## config.mk

```make
export PLATFORM = sky130hd
export DESIGN_NAME = cbd_sampler_stream
export DESIGN_NICKNAME = d
export VERILOG_FILES = /design/src/rtl/cbd_sampler_stream.sv
export SDC_FILE = /design/constraint.sdc
export NUM_CORES = 1
export LEC_CHECK = 0
export CORE_UTILIZATION = 50
export DETAILED_ROUTE_END_ITERATION = 16
export GPL_ROUTABILITY_DRIVEN = 1
export PLACE_DENSITY_LB_ADDON = 0.15
export SKIP_LAST_GASP = 1
export SYNTH_ARGS = -nofsm -noshare
export SYNTH_HDL_FRONTEND = slang
export SYNTH_SLANG_ARGS = --single-unit
export TNS_END_PERCENT = 10
```

## constraint.sdc

```tcl
create_clock -name clk -period 12.4 [get_ports clk]
set_input_delay 1.24 -clock clk [delete_from_list [all_inputs] [get_ports clk]]
set_output_delay 1.24 -clock clk [all_outputs]
set_load 0.005 [all_outputs]
```

## src/rtl/cbd_sampler_stream.sv

```systemverilog
// rtl/cbd_sampler_stream.sv - streaming centred-binomial sampler, LANES coefficients per beat
module cbd_sampler_stream #(
    parameter int LANES      = 4,
    parameter int RAND_WIDTH = 128,
    parameter int COEF_BITS  = 12,
    parameter int Q          = 3329,
    parameter int N          = 256
) (
    input  logic                         clk,
    input  logic                         reset,
    input  logic                         start,
    input  logic                         eta_sel,
    input  logic                         rand_valid,
    output logic                         rand_ready,
    input  logic [RAND_WIDTH-1:0]        rand_data,
    output logic                         coef_valid,
    input  logic                         coef_ready,
    output logic [LANES*COEF_BITS-1:0]   coef_data,
    output logic                         coef_last,
    output logic                         busy,
    output logic                         done
);

    localparam int NEED_MAX = 6 * LANES;
    localparam int BUF_W    = NEED_MAX - 1 + RAND_WIDTH;
    localparam int CNT_W    = $clog2(BUF_W + 1);
    localparam int BEATS    = N / LANES;
    localparam int BEAT_W   = (BEATS > 1) ? $clog2(BEATS) : 1;

    typedef enum logic {IDLE, RUN} state_t;

    state_t                       state_q, state_d;
    logic [BUF_W-1:0]             buf_q, buf_d;
    logic [CNT_W-1:0]             bit_cnt_q, bit_cnt_d;
    logic [BEAT_W-1:0]            beat_cnt_q, beat_cnt_d;
    logic                         eta_q, eta_d;
    logic                         coef_valid_q, coef_valid_d;
    logic [LANES*COEF_BITS-1:0]   coef_data_q, coef_data_d;
    logic                         done_q, done_d;

    logic [CNT_W-1:0]             need;
    logic [LANES*COEF_BITS-1:0]   lanes_c;
    logic [1:0]                   pa, pb;
    logic                         last_held, accept, load, produce;

    assign need      = eta_q ? CNT_W'(6 * LANES) : CNT_W'(4 * LANES);
    // Once the final beat sits in the output register no more input is wanted.
    assign last_held = coef_valid_q && (beat_cnt_q == BEAT_W'(BEATS - 1));
    assign accept    = coef_valid_q && coef_ready;
    assign rand_ready = (state_q == RUN) && (bit_cnt_q < need) && !last_held;
    assign load      = rand_ready && rand_valid;
    assign produce   = (state_q == RUN) && (bit_cnt_q >= need) &&
                       (!coef_valid_q || coef_ready) && !last_held;

    always_comb begin
        lanes_c = '0;
        pa      = '0;
        pb      = '0;
        for (int j = 0; j < LANES; j++) begin
            if (eta_q) begin
                pa = {1'b0, buf_q[6*j]}   + {1'b0, buf_q[6*j+1]} + {1'b0, buf_q[6*j+2]};
                pb = {1'b0, buf_q[6*j+3]} + {1'b0, buf_q[6*j+4]} + {1'b0, buf_q[6*j+5]};
            end else begin
                pa = {1'b0, buf_q[4*j]}   + {1'b0, buf_q[4*j+1]};
                pb = {1'b0, buf_q[4*j+2]} + {1'b0, buf_q[4*j+3]};
            end
            if (pa >= pb) begin
                lanes_c[j*COEF_BITS +: COEF_BITS] = COEF_BITS'(pa - pb);
            end else begin
                lanes_c[j*COEF_BITS +: COEF_BITS] = COEF_BITS'(Q) - COEF_BITS'(pb - pa);
            end
        end
    end

    always_comb begin
        state_d      = state_q;
        buf_d        = buf_q;
        bit_cnt_d    = bit_cnt_q;
        beat_cnt_d   = beat_cnt_q;
        eta_d        = eta_q;
        coef_valid_d = coef_valid_q;
        coef_data_d  = coef_data_q;
        done_d       = 1'b0;
        case (state_q)
            IDLE: begin
                if (start) begin
                    state_d    = RUN;
                    eta_d      = eta_sel;
                    buf_d      = '0;
                    bit_cnt_d  = '0;
                    beat_cnt_d = '0;
                end
            end
            RUN: begin
                if (load) begin
                    buf_d     = buf_q | (BUF_W'(rand_data) << bit_cnt_q);
                    bit_cnt_d = bit_cnt_q + CNT_W'(RAND_WIDTH);
                end
                if (accept) begin
                    coef_valid_d = 1'b0;
                    beat_cnt_d   = beat_cnt_q + 1'b1;
                end
                if (produce) begin
                    coef_valid_d = 1'b1;
                    coef_data_d  = lanes_c;
                    buf_d        = buf_q >> need;
                    bit_cnt_d    = bit_cnt_q - need;
                end
                if (accept && last_held) begin
                    state_d = IDLE;
                    done_d  = 1'b1;
                end
            end
            default: state_d = IDLE;
        endcase
    end

    always_ff @(posedge clk or posedge reset) begin
        if (reset) begin
            state_q      <= IDLE;
            buf_q        <= '0;
            bit_cnt_q    <= '0;
            beat_cnt_q   <= '0;
            eta_q        <= 1'b0;
            coef_valid_q <= 1'b0;
            coef_data_q  <= '0;
            done_q       <= 1'b0;
        end else begin
            state_q      <= state_d;
            buf_q        <= buf_d;
            bit_cnt_q    <= bit_cnt_d;
            beat_cnt_q   <= beat_cnt_d;
            eta_q        <= eta_d;
            coef_valid_q <= coef_valid_d;
            coef_data_q  <= coef_data_d;
            done_q       <= done_d;
        end
    end

    assign coef_valid = coef_valid_q;
    assign coef_data  = coef_data_q;
    assign coef_last  = last_held;
    assign busy       = (state_q == RUN);
    assign done       = done_q;

endmodule
```

==> results.toml, run 1 <==
[floorplanning]
pin_count = 187
core_mm2 = 0.03471
die_area_mm2 = 0.03621
initial_core_util = 0.5106
fp.dieH_um = 190.3
rows = 68
die_w_um = 190.3

[place]
port_buffers = 186
gp_congestion = 0.9618
dpl-instance-area_mm2 = 0.01942
dpl.hpwl_um = 46560

[global_routing]
antenna_found_initial = 2
grt_pass1_vias = 15650
gr-total-overflow = 0
grt_first_pass_wirelength_um = 100500
grt_max_degree = 99
grtUsageTotal = 0.3690

[final_layout]
finalCoreUtilization = 0.5755
nNetsFinal = 2116
layout_common_cells = "mux2i_1 (201), nand2_1 (200), dfrtp_1 (190), clkdlybuf4s50_1 (186), nor2_1 (98)"
area_growth_pct = 12.72
final_common_cell = "mux2i_1"
final_cell_area_mm2 = 0.01998
nFillCells = 3112
drive_gt1_frac = 0.1418
diodes = 0

[setup_path]
endpoint_kind = "register"
r2r-end = "buf_q[68]$_DFFE_PP0P_"
worstSetupStartpoint = "bit_cnt_q[4]$_DFFE_PP0P_"
start_kind = "register"
worst-setup-path-type = "reg2reg"
arrival_ps = 4680
cp-endpoint = "buf_q[68]$_DFFE_PP0P_"
reg2reg_from = "bit_cnt_q[4]$_DFFE_PP0P_"
rrSetupSlack_ps = 7970
path_max_fanout = 75
rr_worst_depth = 8
critPathRequiredTime_ps = 12650

[drt]
ant_nets = 0
drc = 0
avgRoutedWirePerCell_um = 27.72
vias_per_cell = 6.971
drt-total-wl_um = 66560
firstDrtPassIters = 6
first_iter_violations = 2213
vias = 16740

[logic_synthesis]
async_flop_share = 1.000
synth-edff-count = 0
synth.distinct_cells = 82
synth.avg_cell_area_um2 = 9.373
synth_area_mm2 = 0.01772
ys.warnings.count = 0
synth.yosys.seq_area_share = 0.2739
synth_seq_cells = 194
yosys_most_used_dff = "dfrtp_1"
postSynthNetCount = 2072
syn_inst = 1891

[timing]
fmax_mhz = 225.9
rsz0062_at_grt = "false"
period_needed_ps = 4426
finalCritPeriodShare = 0.3570
worst_pin_slew_ps = 1143
finalSetupViolCount = 0
fin_tns_setup_ps = 0
relSlewSlack = 0.2367
timing_hold_violations_final = 0
drv_slew = 0
fin_skew_ps = 14.39

[clock_network]
cts_resized = 0
cts_tree = "yes"
numCtsBuffers = 17
cts-root-buf = "clkbuf_16"
cts_setup_buffers = 0
clk_pin_slew_worst_paths_ps = 70
cts_buffer_depth = 2
worstSkewPairLatency_ps = 450
ctsHtreeMaxLevel = 4
cts_hold_buffers = 0
clkSinkCount = 194

[power_and_ir_drop]
peakVddDrop_v = 0.0001951
leakage_uw = 0.008032
power_density_mw_per_mm2 = 274.7

[hold_path]
whs_path_depth = 2
min_path_type = "reg2reg"

[outcome]
outcome = "finished clean"

[job]
cap_viol_max_count = 0
[metrics by stage]
step                      hold WS, ps  setup slack (ps)  instances  power, uW
after floorplan                 447.0              5876       1891       3747
after global placement          448.8              7935       2371       4746
after detailed placement        457.4              7871       2371       4811
after CTS                       471.4              8040       2401       5376
after global routing            495.0              7708       2401       5821
final                           465.6              7974       2401       5488
[final cells by class]
cell class | count | area, um2 | share of cell area
clock buffer | 23 | 478.0 | 0.02392
tap | 455 | 569.3 | 0.02849
sequential | 194 | 4870 | 0.2437
clock inverter | 7 | 85.08 | 0.004259
multi-input combinational | 1425 | 11540 | 0.5777
inverter | 71 | 274.0 | 0.01371
timing repair buffer | 226 | 2162 | 0.1082
[where the power goes]
part | leakage, uW | total (uW) | switching, uW | internal (uW)
sequential | 0.00246 | 1210 | 301 | 906
combinational | 0.00529 | 3720 | 2220 | 1500
clock | 0.000282 | 559 | 249 | 310
total | 0.00803 | 5490 | 2770 | 2720
[cells in the mapped netlist (20+ instances only)]
library cell  instances  share of area
buf_4                42          0.018
nor2_1               99          0.021
a21oi_1              77          0.022
mux4_2               75          0.095
nor2b_1              28         0.0099
mux2i_1             201           0.11
a22oi_1              21         0.0089
mux2_2               90          0.057
nor4_1               25         0.0088
dfrtp_1             194           0.27
a221oi_1             57          0.028
buf_2                64          0.018
o211ai_1             61          0.026
nand2_1             201          0.043
ha_1                 31          0.022
o21ai_0              82          0.023
a211oi_1             37          0.016
nand3_1              64          0.018
inv_1                68          0.014
nor3_1               35         0.0099
o221ai_1             23          0.011
clkbuf_1             68          0.014
a2111oi_0            20         0.0099
[worst min-delay path by stage]
| stage | start | endpoint | slack [ps] |
|---|---|---|---|
| after floorplan | beat_cnt_q[5]$_DFFE_PP0P_ | beat_cnt_q[5]$_DFFE_PP0P_ | 450 |
| after global placement | coef_data[44]$_DFFE_PP0P_ | coef_data[44]$_DFFE_PP0P_ | 450 |
| after detailed placement | coef_data[8]$_DFFE_PP0P_ | coef_data[8]$_DFFE_PP0P_ | 460 |
| after CTS | coef_data[8]$_DFFE_PP0P_ | coef_data[8]$_DFFE_PP0P_ | 470 |
| after global routing | coef_data[8]$_DFFE_PP0P_ | coef_data[8]$_DFFE_PP0P_ | 490 |
| final | coef_data[8]$_DFFE_PP0P_ | coef_data[8]$_DFFE_PP0P_ | 470 |
[metal layers]
metal / global-route usage / wire length [um]
met1: 0.5539 / 29000
met2: 0.4987 / 26930
met3: 0.1174 / 8919
met4: 0.1083 / 1680
met5: 0 / 27
[worst max-delay path, stage by stage, from the launching register on]
cell	delay [ps]
dfrtp_4	450
buf_4	750
buf_4	890
buf_4	660
mux4_2	590
nand2_1	80
nand2_1	150
a2111oi_0	460
a221oi_1	110
[cell families (layout without fill, tap and decap cells)]
kind of cell / count (synthesis) / after routing / synth area share
adders and majority gates: 47 / 47 / 0.03995
and+or+nand+nor: 511 / 511 / 0.1346
AOI/OAI and AO/OA: 495 / 495 / 0.2021
DFF: 194 / 194 / 0.2739
muxes: 370 / 370 / 0.2692
buffers and inverters: 272 / 327 / 0.07927
xor gates and xnor gates: 2 / 2 / 0.0009885
[flip-flops by register name (all words and copies together), names as in the netlist]
register / flops
bit_cnt_q: 5
beat_cnt_q: 6
coef_valid: 1
eta_q: 1
coef_data: 28
done: 1
busy: 1
buf_q: 151
(Power assumes the default switching activity.)
==> run 2: changes to the inputs <==
==> constraint.sdc (replaced) <==
create_clock -name clk -period 3.9 [get_ports clk]
set_input_delay 0.39 -clock clk [delete_from_list [all_inputs] [get_ports clk]]
set_output_delay 0.39 -clock clk [all_outputs]
set_load 0.005 [all_outputs]
==> run 2 against run 1 <==
Against the previous run:
- non-clock buffer count rose by 15
- power rose to 3.2 times the previous value
- combinational power rose to 3.3 times the previous value
- worst hold slack got worse by 1.2 ps
- highest routed layer is now met4
- core utilization rose by 0.64 points
- worst setup slack got worse by 7300 ps
- clock skew fell by 6.7 ps
- largest cell class unchanged
- register-to-register slack got worse by 7300 ps
- maximum frequency rose by 36%
- sequential share of layout area fell by 0.27 points
- first-iteration DRC count rose by 6.7%
==> results.toml, run 2 (same netlist as run 1, synthesis figures left out) <==
[setup_path]
reg2reg_from = "bit_cnt_q[4]$_DFFE_PP0P_"
endpoint_kind = "register"
r2r-end = "buf_q[129]$_DFFE_PP0P_"
rr_worst_depth = 6
critPathRequiredTime_ps = 4270
rrSetupSlack_ps = 640
worst-setup-path-type = "reg2reg"
arrival_ps = 3630
path_max_fanout = 64
start_kind = "register"

[hold_path]
min_path_type = "reg2reg"
whs_path_depth = 2
hold_end = "coef_data[32]$_DFFE_PP0P_"
hp-start = "coef_data[32]$_DFFE_PP0P_"

[floorplanning]
core_mm2 = 0.03471
initial_core_util = 0.5106
die_area_mm2 = 0.03621
fp.dieH_um = 190.3
pin_count = 187
die_w_um = 190.3
rows = 68

[global_routing]
antenna_found_initial = 0
grt_pass1_vias = 15790
grt_max_degree = 148
grtUsageTotal = 0.3800
gr-total-overflow = 0
grt_first_pass_wirelength_um = 103000

[timing]
finalSetupViolCount = 0
fin_tns_setup_ps = 0
drv_slew = 0
finalCritPeriodShare = 0.8354
rsz0062_at_grt = "false"
period_needed_ps = 3258
fmax_mhz = 306.9
worst_pin_slew_ps = 1257
timing_hold_violations_final = 0
fin_skew_ps = 7.659
layout_setup_ws_ps = 641.9
relSlewSlack = 0.1589

[job]
cap_viol_max_count = 0

[final_layout]
diodes = 0
largest_reg_flops = 151
nNetsFinal = 2131
final_common_cell = "mux2i_1"
drive_gt1_frac = 0.1484
regMostFlops = "buf_q"
layout_common_cells = "mux2i_1 (201), nand2_1 (200), dfrtp_1 (190), clkdlybuf4s50_1 (186), nor2_1 (99)"
area_growth_pct = 13.97

[drt]
ant_nets = 0
drt-total-wl_um = 68280
avgRoutedWirePerCell_um = 28.26
firstDrtPassIters = 6
first_iter_violations = 2361
vias = 16890
vias_per_cell = 6.990
drc = 0

[place]
dpl.hpwl_um = 48560
port_buffers = 186
gp_congestion = 0.9971
pre_cts_slack_ps = 465.1

[power_and_ir_drop]
leakage_uw = 0.008140
peakVddDrop_v = 0.0005811
power_density_mw_per_mm2 = 878.8

[clock_network]
cts-root-buf = "clkbuf_16"
cts_buffer_depth = 2
worstSkewPairLatency_ps = 450
clk_pin_slew_worst_paths_ps = 70
cts_tree = "yes"
numCtsBuffers = 17
cts_setup_buffers = 0
cts_hold_buffers = 0
clkSinkCount = 194
ctsHtreeMaxLevel = 4
cts_resized = 0

[outcome]
outcome = "finished clean"
-- run 2: cell type report --
class	instances	area, um2
Fill cell	3090	14510
Multi-Input combinational cell	1425	11530
Sequential cell	194	4870
Timing Repair Buffer	241	2372
Tap cell	455	569.3
Clock buffer	20	456.7
Inverter	71	270.3
Clock inverter	10	135.1
-- run 2: worst max-delay path: stages, from the launching register on --
cell	delay (ps)
dfrtp_4	760
buf_12	390
nor2b_1	990
a221oi_1	310
a211oi_1	420
a2111oi_0	130
a21oi_1	150
-- run 2: metrics by stage --
| stage | power (uW) | area [um2] | hold slack [ps] | std cells | utilization |
|---|---|---|---|---|---|
| after CTS | 17390 | 20190 | 472.7 | 2415 | 0.5817 |
| after floorplan | 11910 | 17730 | 447.0 | 1891 | - |
| final | 17750 | 20200 | 464.4 | 2416 | 0.5819 |
| after global routing | 18860 | 20200 | 502.4 | 2416 | 0.5819 |
| after global placement | 15380 | 19600 | 449.3 | 2385 | 0.5647 |
| after detailed placement | 15510 | 19600 | 457.3 | 2385 | 0.5647 |
-- run 2: worst max path at each step --
stage | startpoint | endpoint | slack (ps) | cells after the start
final | bit_cnt_q[4]$_DFFE_PP0P_ | buf_q[129]$_DFFE_PP0P_ | 640 | 6
after global routing | bit_cnt_q[4]$_DFFE_PP0P_ | buf_q[129]$_DFFE_PP0P_ | 500 | 6
after CTS | bit_cnt_q[3]$_DFFE_PP0P_ | buf_q[86]$_DFFE_PP0P_ | 440 | 6
after detailed placement | bit_cnt_q[3]$_DFFE_PP0P_ | buf_q[86]$_DFFE_PP0P_ | 470 | 6
after global placement | bit_cnt_q[3]$_DFFE_PP0P_ | buf_q[86]$_DFFE_PP0P_ | 400 | 6
after floorplan | reset | beat_cnt_q[0]$_DFFE_PP0P_ | 1010 | 1
-- run 2: power by group --
group,total (uW),switching [uW],internal (uW)
Clock,1840,805,1030
Sequential,3840,956,2880
Combinational,12100,7180,4900
-- run 2: routing by layer --
layer / global-route usage / wire (um) / vias to the layer above
li1: - / - / 7290
met1: 0.5810 / 30430 / 8320
met2: 0.5105 / 27490 / 1172
met3: 0.1200 / 8884 / 105
met4: 0.09077 / 1479 / 0
met5: 0 / 0 / -
==> run 3: changes to the inputs <==
==> constraint.sdc (replaced) <==
create_clock -name clk -period 2.8 [get_ports clk]
set_input_delay 0.28 -clock clk [delete_from_list [all_inputs] [get_ports clk]]
set_output_delay 0.28 -clock clk [all_outputs]
set_load 0.005 [all_outputs]
==> run 3 against run 2 <==
Against the previous run:
- register-to-register slack got worse by 640 ps
- global-route usage rose by 1.5 points
- first-iteration DRC count fell by 10%
- via count rose by 3.0%
- sequential share of layout area fell by 1.2 points
- sequential cell count did not move
- core utilization rose by 3.1 points
- power rose by 48%
- die area did not move
- sequential power rose by 38%
==> results.toml, run 3 (same netlist as run 1, synthesis figures left out) <==
[setup_path]
arrival_ps = 3100
path_max_fanout = 21
cp_slowest_cell = "dfrtp_4"
endpoint_kind = "register"
max_stage_delay_ps = 720
crit_path_frequent_cell = "buf_4"
crit_buf_inv = 3
critPathRequiredTime_ps = 3100
worst-setup-path-type = "reg2reg"
start_kind = "register"
cp_cell_sequence = "buf_12 -> buf_4 -> mux4_2 -> a22oi_1 -> buf_4 -> nor2_1 -> nor4_1 -> a2111oi_1"
cp_top_family = "flip-flops"

[clock_network]
cts-root-buf = "clkbuf_16"
cts_buffer_depth = 2
cts_setup_buffers = 0
clk_pin_slew_worst_paths_ps = 80
clkSinkCount = 194
ctsHtreeMaxLevel = 4
cts_tree = "yes"
worstSkewPairLatency_ps = 460
numCtsBuffers = 17

[global_routing]
antenna_found_initial = 2
gr-total-overflow = 0
grt_max_degree = 107
grt_first_pass_wirelength_um = 105600
grt_pass1_vias = 16060
grtUsageTotal = 0.3950

[power_and_ir_drop]
leakage_uw = 0.008749
peakVddDrop_v = 0.0007474
power_density_mw_per_mm2 = 1240
power_uw = 26350

[timing]
finalCritPeriodShare = 0.9994
period_needed_ps = 2798
layout_setup_ws_ps = 1.707
fmax_mhz = 357.4
finalSetupViolCount = 0
rsz0062_at_grt = "true"
relSlewSlack = 0.4504
fin_skew_ps = 15.77
timing_hold_violations_final = 0
worst_pin_slew_ps = 815.8
drv_slew = 0
fin_tns_setup_ps = 0

[final_layout]
layout_common_cells = "mux2i_1 (201), nand2_1 (200), dfrtp_1 (190), clkdlybuf4s50_1 (186), buf_4 (136)"
final_common_cell = "mux2i_1"
nNetsFinal = 2238
drive_gt1_frac = 0.1937
finalCoreUtilization = 0.6125
area_growth_pct = 19.95
nFillCells = 2973
regMostFlops = "buf_q"
largest_reg_flops = 151

[drt]
firstDrtPassIters = 6
vias = 17400
first_iter_violations = 2122
vias_per_cell = 6.883
avgRoutedWirePerCell_um = 28.30
ant_nets = 0
drc = 0
drt-total-wl_um = 71540

[floorplanning]
initial_core_util = 0.5106
core_mm2 = 0.03471
die_w_um = 190.3
die_area_mm2 = 0.03621
pin_count = 187
rows = 68
fp.dieH_um = 190.3

[place]
port_buffers = 186
pre_cts_slack_ps = -30.13
gp_congestion = 1.026
dpl.hpwl_um = 53360

[hold_path]
min_path_type = "in2async"

[outcome]
outcome = "finished clean"

[job]
cap_viol_max_count = 0
[run 3: changes by cell type in the layout (fill, tap and decap cells not counted), moves of 2 or more]
cell / change
buf_12: +18
buf_4: +90
clkbuf_8: -2
clkinv_2: -2
diode_2: +3
inv_6: +3
[run 3: final timing paths]
path	start	endpoint	slack (ps)	cells past startpoint
max in group asynchronous	reset	bit_cnt_q[4]$_DFFE_PP0P_	1810	3
max reg2reg	bit_cnt_q[4]$_DFFE_PP0P_	buf_q[106]$_DFFE_PP0P_	2	8
max	bit_cnt_q[4]$_DFFE_PP0P_	buf_q[106]$_DFFE_PP0P_	2	8
min	reset	coef_data[46]$_DFFE_PP0P_	200	2
min in group clk	eta_sel	eta_q$_DFFE_PP0P_	390	3
min reg2reg	coef_data[44]$_DFFE_PP0P_	coef_data[44]$_DFFE_PP0P_	460	2
[run 3: cell type report]
cell class	instances	area, um2	share of cell area
inverters	71	270.3	0.01271
repair buffers	348	3403	0.1601
multi-input cells	1425	11530	0.5424
clock buffers	18	429.2	0.02019
flip-flops and latches	194	4870	0.2290
diodes	3	7.507	0.0003531
well taps	455	569.3	0.02678
clock inverters	14	178.9	0.008416
[run 3: power breakdown]
group,leakage (uW),switching [uW],internal (uW)
logic,0.00600,10600,7850
clock network,0.000293,1200,1420
registers,0.00246,1290,4010
[run 3: timing repair]
action	4_1_cts	5_1_grt
setup endpoints to repair	1	2
resized for setup	1	1
cloned	0	0
hold buffers	0	0
[run 3: stage by stage]
| step | instance area, um2 | hold slack (ps) | cells |
|---|---|---|---|
| floorplan | 17730 | 385.4 | 1891 |
| global placement | 20640 | 451.5 | 2493 |
| detailed placement | 20640 | 454.8 | 2493 |
| CTS | 21250 | 195.9 | 2525 |
| global route | 21260 | 216.0 | 2526 |
| finish | 21260 | 197.7 | 2528 |
[run 3: layer usage]
metal | routed length [um] | up-vias | global-route usage
met2 | 27900 | 1220 | 0.5080
met4 | 2133 | 10 | 0.1206
met3 | 10280 | 129 | 0.1671
li1 | - | 7530 | -
met1 | 31070 | 8512 | 0.5829
met5 | 151 | - | 0.03159
==> RTL change 1, RTL diff (config.mk and constraints of run 3) <==
`buf_q` no longer has a reset.
--- a/src/rtl/cbd_sampler_stream.sv
+++ b/src/rtl/cbd_sampler_stream.sv
@@ -120,3 +120,2 @@
             state_q      <= IDLE;
-            buf_q        <= '0;
             bit_cnt_q    <= '0;
@@ -129,3 +128,2 @@
             state_q      <= state_d;
-            buf_q        <= buf_d;
             bit_cnt_q    <= bit_cnt_d;
@@ -139,2 +137,6 @@
 
+    always_ff @(posedge clk) begin
+        buf_q <= buf_d;
+    end
+
     assign coef_valid = coef_valid_q;
Formal check against the unedited RTL: same outputs for any inputs over 4 cycles, from zero or initial values and one cycle with reset high; that may be too few to reach the edited logic, so the function may still have changed.
==> RTL change 1 against run 3 <==
Via count is 8.4% lower; routed wire length down 12%; power is 9.7% higher; area after synthesis fell by 1.2%; clock power decreased by 3%; final area decreased by 0.61%; synthesized cell count down 11%; sequential cell count unchanged; hold slack improved by 86 ps; setup slack gained 51 ps; first-iteration DRC count down 8.2%; largest power group unchanged.
==> RTL change 1: results (changes against run 3) <==
- The pin count of the biggest net entering global routing is 76 (-29%).
- The fraction of the yosys area taken by sequential cells is 0.320 (+0.0465).
- The initial DRC count is 1,949 (-8.2%).
- The fraction of the mapped netlist area in compound gates is 0.186 (-0.0165).
- The count of flip-flops with a built-in enable after synthesis is 151 (+151).
- The leakage dissipation is 8.13 nW (-7.0%).
- The count of mapped cells out of synthesis is 1,675 (-11%).
- The distinct cell type count of the synthesized netlist is 66 (-20%).
- The worst-margin pin slew is 856 ps (+40.0 ps).
- The depth of the worst register-to-register path was 10 (+2).
- The worst-case hold slack is 283 ps (+85.7 ps).
- The worst path setup slack after routing is 52.2 ps (+50.5 ps).
- The worst-path maximum fanout came to 3 (-86%).
- The post-layout instance count excluding filler cells is 2,332 (-7.8%).
- The area occupied by registers was 0.00563 mm^2 (+16%).
- The wire length of the first global-routing pass is 94,100 um (-11%).
- Ranked by total cell area, the synthesized netlist is headed by sky130_fd_sc_hd__edfxtp_1 26%, sky130_fd_sc_hd__mux2i_1 15%, sky130_fd_sc_hd__mux4_2 8.0%.
- The arrival time of the worst setup path was 3080 ps (-20 ps).
- Ranked by instance count, the synthesized netlist is headed by 264 x sky130_fd_sc_hd__mux2i_1, 151 x sky130_fd_sc_hd__edfxtp_1, 113 x sky130_fd_sc_hd__nor2_1.
- The fraction of synthesized cell area in xor and xnor cells was 0.00150 (+0.000512).
- The final RePlAce weighted congestion is 0.976 (-4.9%).
- The number of vias per cell is 6.83 (-0.75%).
- The total routing usage reported by global routing was 0.348 (-0.0465).
- The count of antenna diodes in the layout was 0 (-3).
- The mux share of post-synthesis cell area is 0.302 (+0.0328).
- The run finished with clean final reports.
- The via count of the first global-routing pass came to 14,800 (-7.6%).
- The number of nets in the layout came to 2,045 (-8.6%).
- The async set or reset register ratio after synthesis is 0.222 (-0.778).
- The post-synthesis net count is 1,856 (-10%).
- The internal cell power is 15.5 mW (+16%).
- The worst setup slack after placement was 79.4 ps (+110 ps).
[RTL change 1: cell count changes after synthesis, sizes merged, moves of 40 or more]
cell,before,now
nand2,201,97
mux2i,201,264
a211oi,37,108
o211ai,62,22
nand3,64,6
edfxtp,0,151
dfrtp,194,43
[RTL change 1: critical path, cell delays in order, from the launching register on]
cell and delay [ps]:
sky130_fd_sc_hd__edfxtp_1 430, sky130_fd_sc_hd__inv_2 90, sky130_fd_sc_hd__fa_1 440, sky130_fd_sc_hd__mux2i_2 220
sky130_fd_sc_hd__inv_1 70, sky130_fd_sc_hd__ha_1 210, sky130_fd_sc_hd__inv_1 80, sky130_fd_sc_hd__fa_1 470
sky130_fd_sc_hd__ha_1 310, sky130_fd_sc_hd__a21oi_1 50, sky130_fd_sc_hd__mux2_2 260
[RTL change 1: power by group through the flow]
stage / clock network (mW) / registers, mW / logic (mW)
floorplan: 0 / 6.20 / 12.9
global placement: 0 / 6.68 / 18.5
detailed placement: 0 / 6.74 / 18.8
CTS: 2.52 / 6.71 / 19.0
global route: 2.61 / 6.90 / 21.0
finish: 2.53 / 6.75 / 19.6
[RTL change 1: per-layer routing]
| metal | global-route usage | wire length [um] | share of wire | vias to the layer above |
|---|---|---|---|---|
| met5 | 0.0234 | 111 | 0.0018 | - |
| met4 | 0.0934 | 1350 | 0.022 | 2 |
| met3 | 0.0938 | 7680 | 0.12 | 87 |
| met2 | 0.477 | 26100 | 0.42 | 1021 |
| met1 | 0.531 | 27500 | 0.44 | 7867 |
| li1 | - | - | - | 6954 |
[RTL change 1: area by class of cell]
class,instances,share of cell area
Multi-Input combinational cell,1250,0.510
Timing Repair Buffer,350,0.160
Inverter,51,0.00918
Clock buffer,19,0.0210
Clock inverter,13,0.00639
Sequential cell,194,0.266
Tap cell,455,0.0269
==> RTL change 2, RTL diff (config.mk and constraints of run 3) <==
Without the edit above. The parameter `N` goes from 256 to 512.
--- a/src/rtl/cbd_sampler_stream.sv
+++ b/src/rtl/cbd_sampler_stream.sv
@@ -6,3 +6,3 @@
     parameter int Q          = 3329,
-    parameter int N          = 256
+    parameter int N          = 512
 ) (
Check against the original RTL: no difference found for any inputs over 4 cycles, from zero or initial values and one cycle with reset high; that may be too few to reach the edited logic, so the function may still have changed.
==> RTL change 2 against run 3 <==
Power is 4.9% lower; die area is 5.7% lower; routed wire length decreased by 12%; area after synthesis is 5.7% lower; final area fell by 5.8%; setup slack gained 28 ps; highest routed layer unchanged; sequential cell count rose by 1; core utilization is essentially flat.
==> RTL change 2: results (changes against run 3) <==
- The run finished with clean final reports.
- The highest metal layer with signal wires is met5.
- The total routing usage reported by global routing is 0.372 (-0.0232).
- The headroom to the max-slew limit is 0.337 (-0.114).
- The average instance area after synthesis was 9.77 um^2 (+4.2%).
- The number of nets in the layout is 2,028 (-9.4%).
- The via count of the first global-routing pass came to 15,200 (-5.2%).
- The peak supply drop is 0.567 mV (-24%).
- The vias after detailed routing came to 16,000 (-7.9%).
- The total placed instance area is 0.0194 mm^2 (-6.2%).
- The fraction of final layout cells sized beyond drive strength 1 is 0.198 (+0.00467).
- The worst-case hold slack came to 163 ps (-34.5 ps).
- The fraction of synthesized cell area in xor and xnor cells is 0.00210 (+0.00111).
- The initial DRC count is 1,995 (-6.0%).
- The pin count of the biggest net entering global routing is 85 (-21%).
- After synthesis, the most frequently instantiated cells are 195 x sky130_fd_sc_hd__dfrtp_1, 175 x sky130_fd_sc_hd__nand2_1, 150 x sky130_fd_sc_hd__mux2i_1.
- The post-DP HPWL came to 46,800 um (-12%).
- The mux share of post-synthesis cell area is 0.287 (+0.0182).
- The leakage dissipation is 8.08 nW (-7.6%).
- The post-layout instance count excluding filler cells is 2,302 (-8.9%).
- The met3 wire length is 7770 um (-24%).
- The fraction of the mapped netlist area in adder cells is 0.0424 (+0.00243).
- The detailed route wirelength on metal2 is 27,300 um (-2.0%).
- The routing usage on met3 came to 0.105 (-0.0623).
- The fraction of the mapped netlist area in compound gates came to 0.206 (+0.00353).
- The fraction of the yosys area taken by sequential cells is 0.292 (+0.0182).
- The met2 demand-to-capacity share in global routing is 0.554 (+0.0459).
- The number of inserted filler cells in the final layout was 2,837 (-4.6%).
- The average wire per standard cell is 27.3 um (-3.5%).
- The post-synthesis net count is 1,891 (-8.7%).
- The worst-case clock skew is 11.0 ps (-4.77 ps).
- The distinct cell type count of the synthesized netlist is 68 (-17%).
- The critical path's largest stage delay is 580 ps (-140 ps).
- Sorting the synthesized cells by area gives the leading types as sky130_fd_sc_hd__dfrtp_1 29%, sky130_fd_sc_hd__mux4_2 13%, sky130_fd_sc_hd__mux2i_1 9.0%.
- Broken down by cell family, the worst path's largest delay share belongs to buffers and inverters.
- The depth of the worst register-to-register path was 6 (-2).
- The wire length of the first global-routing pass came to 95,000 um (-10%).
- The routing usage on met1 is 0.520 (-0.0630).
- The slack of the worst reg-to-reg path came to 140 ps (+140 ps).
- The final RePlAce weighted congestion is 0.985 (-4.0%).
- The worst-path maximum fanout came to 11 (-48%).
- The register containing the most flip-flops in the final layout is buf_q.
- The routed length on met1 was 25,600 um (-18%).
## RTL change 2: changes by cell type after synthesis, moves of 26 or more
cell and change:
sky130_fd_sc_hd__nand2_1 -26, sky130_fd_sc_hd__o211ai_1 -52, sky130_fd_sc_hd__a21oi_1 +68, sky130_fd_sc_hd__a221oi_1 -32, sky130_fd_sc_hd__mux2i_1 -51, sky130_fd_sc_hd__inv_1 -30, sky130_fd_sc_hd__o21ai_0 -26
## RTL change 2: through the flow
step	power (mW)	util	setup WS [ps]
2_1_floorplan	16.0	-	1.60
3_3_place_gp	21.5	0.592	272
3_5_place_dp	21.8	0.592	229
4_1_cts	24.6	0.612	29.7
5_1_grt	26.5	0.612	-54.6
6_report	25.1	0.612	29.8
## RTL change 2: repair_timing
item	in CTS	in global routing
endpoints found under the hold margin	0	0
endpoints found under the setup margin	0	5
resized for setup	0	1
## RTL change 2: cell type report
cell class	count	area, um^2	share of cell area
Clock buffer	21	460	0.0230
Inverter	41	158	0.00787
Sequential cell	195	4890	0.244
Timing Repair Buffer	301	2960	0.148
Tap cell	442	553	0.0276
Clock inverter	11	198	0.00987
Multi-Input combinational cell	1291	10800	0.539
## RTL change 2: worst max path at each step
| stage | cells after the start | startpoint | end | slack, ps |
|---|---|---|---|---|
| 2_1_floorplan | 1 | reset | beat_cnt_q[0] | 2 |
| 3_3_place_gp | 7 | rand_data[44] | buf_q[132] | 270 |
| 3_5_place_dp | 9 | bit_cnt_q[3] | buf_q[99] | 230 |
| 4_1_cts | 6 | bit_cnt_q[3] | rand_ready | 30 |
| 5_1_grt | 6 | bit_cnt_q[3] | rand_ready | -50 |
| 6_report | 6 | bit_cnt_q[3] | rand_ready | 30 |
## RTL change 2: where the power goes
part,switching (mW),internal [mW]
logic,9.60,7.33
clock network,1.16,1.65
registers,1.31,4.02
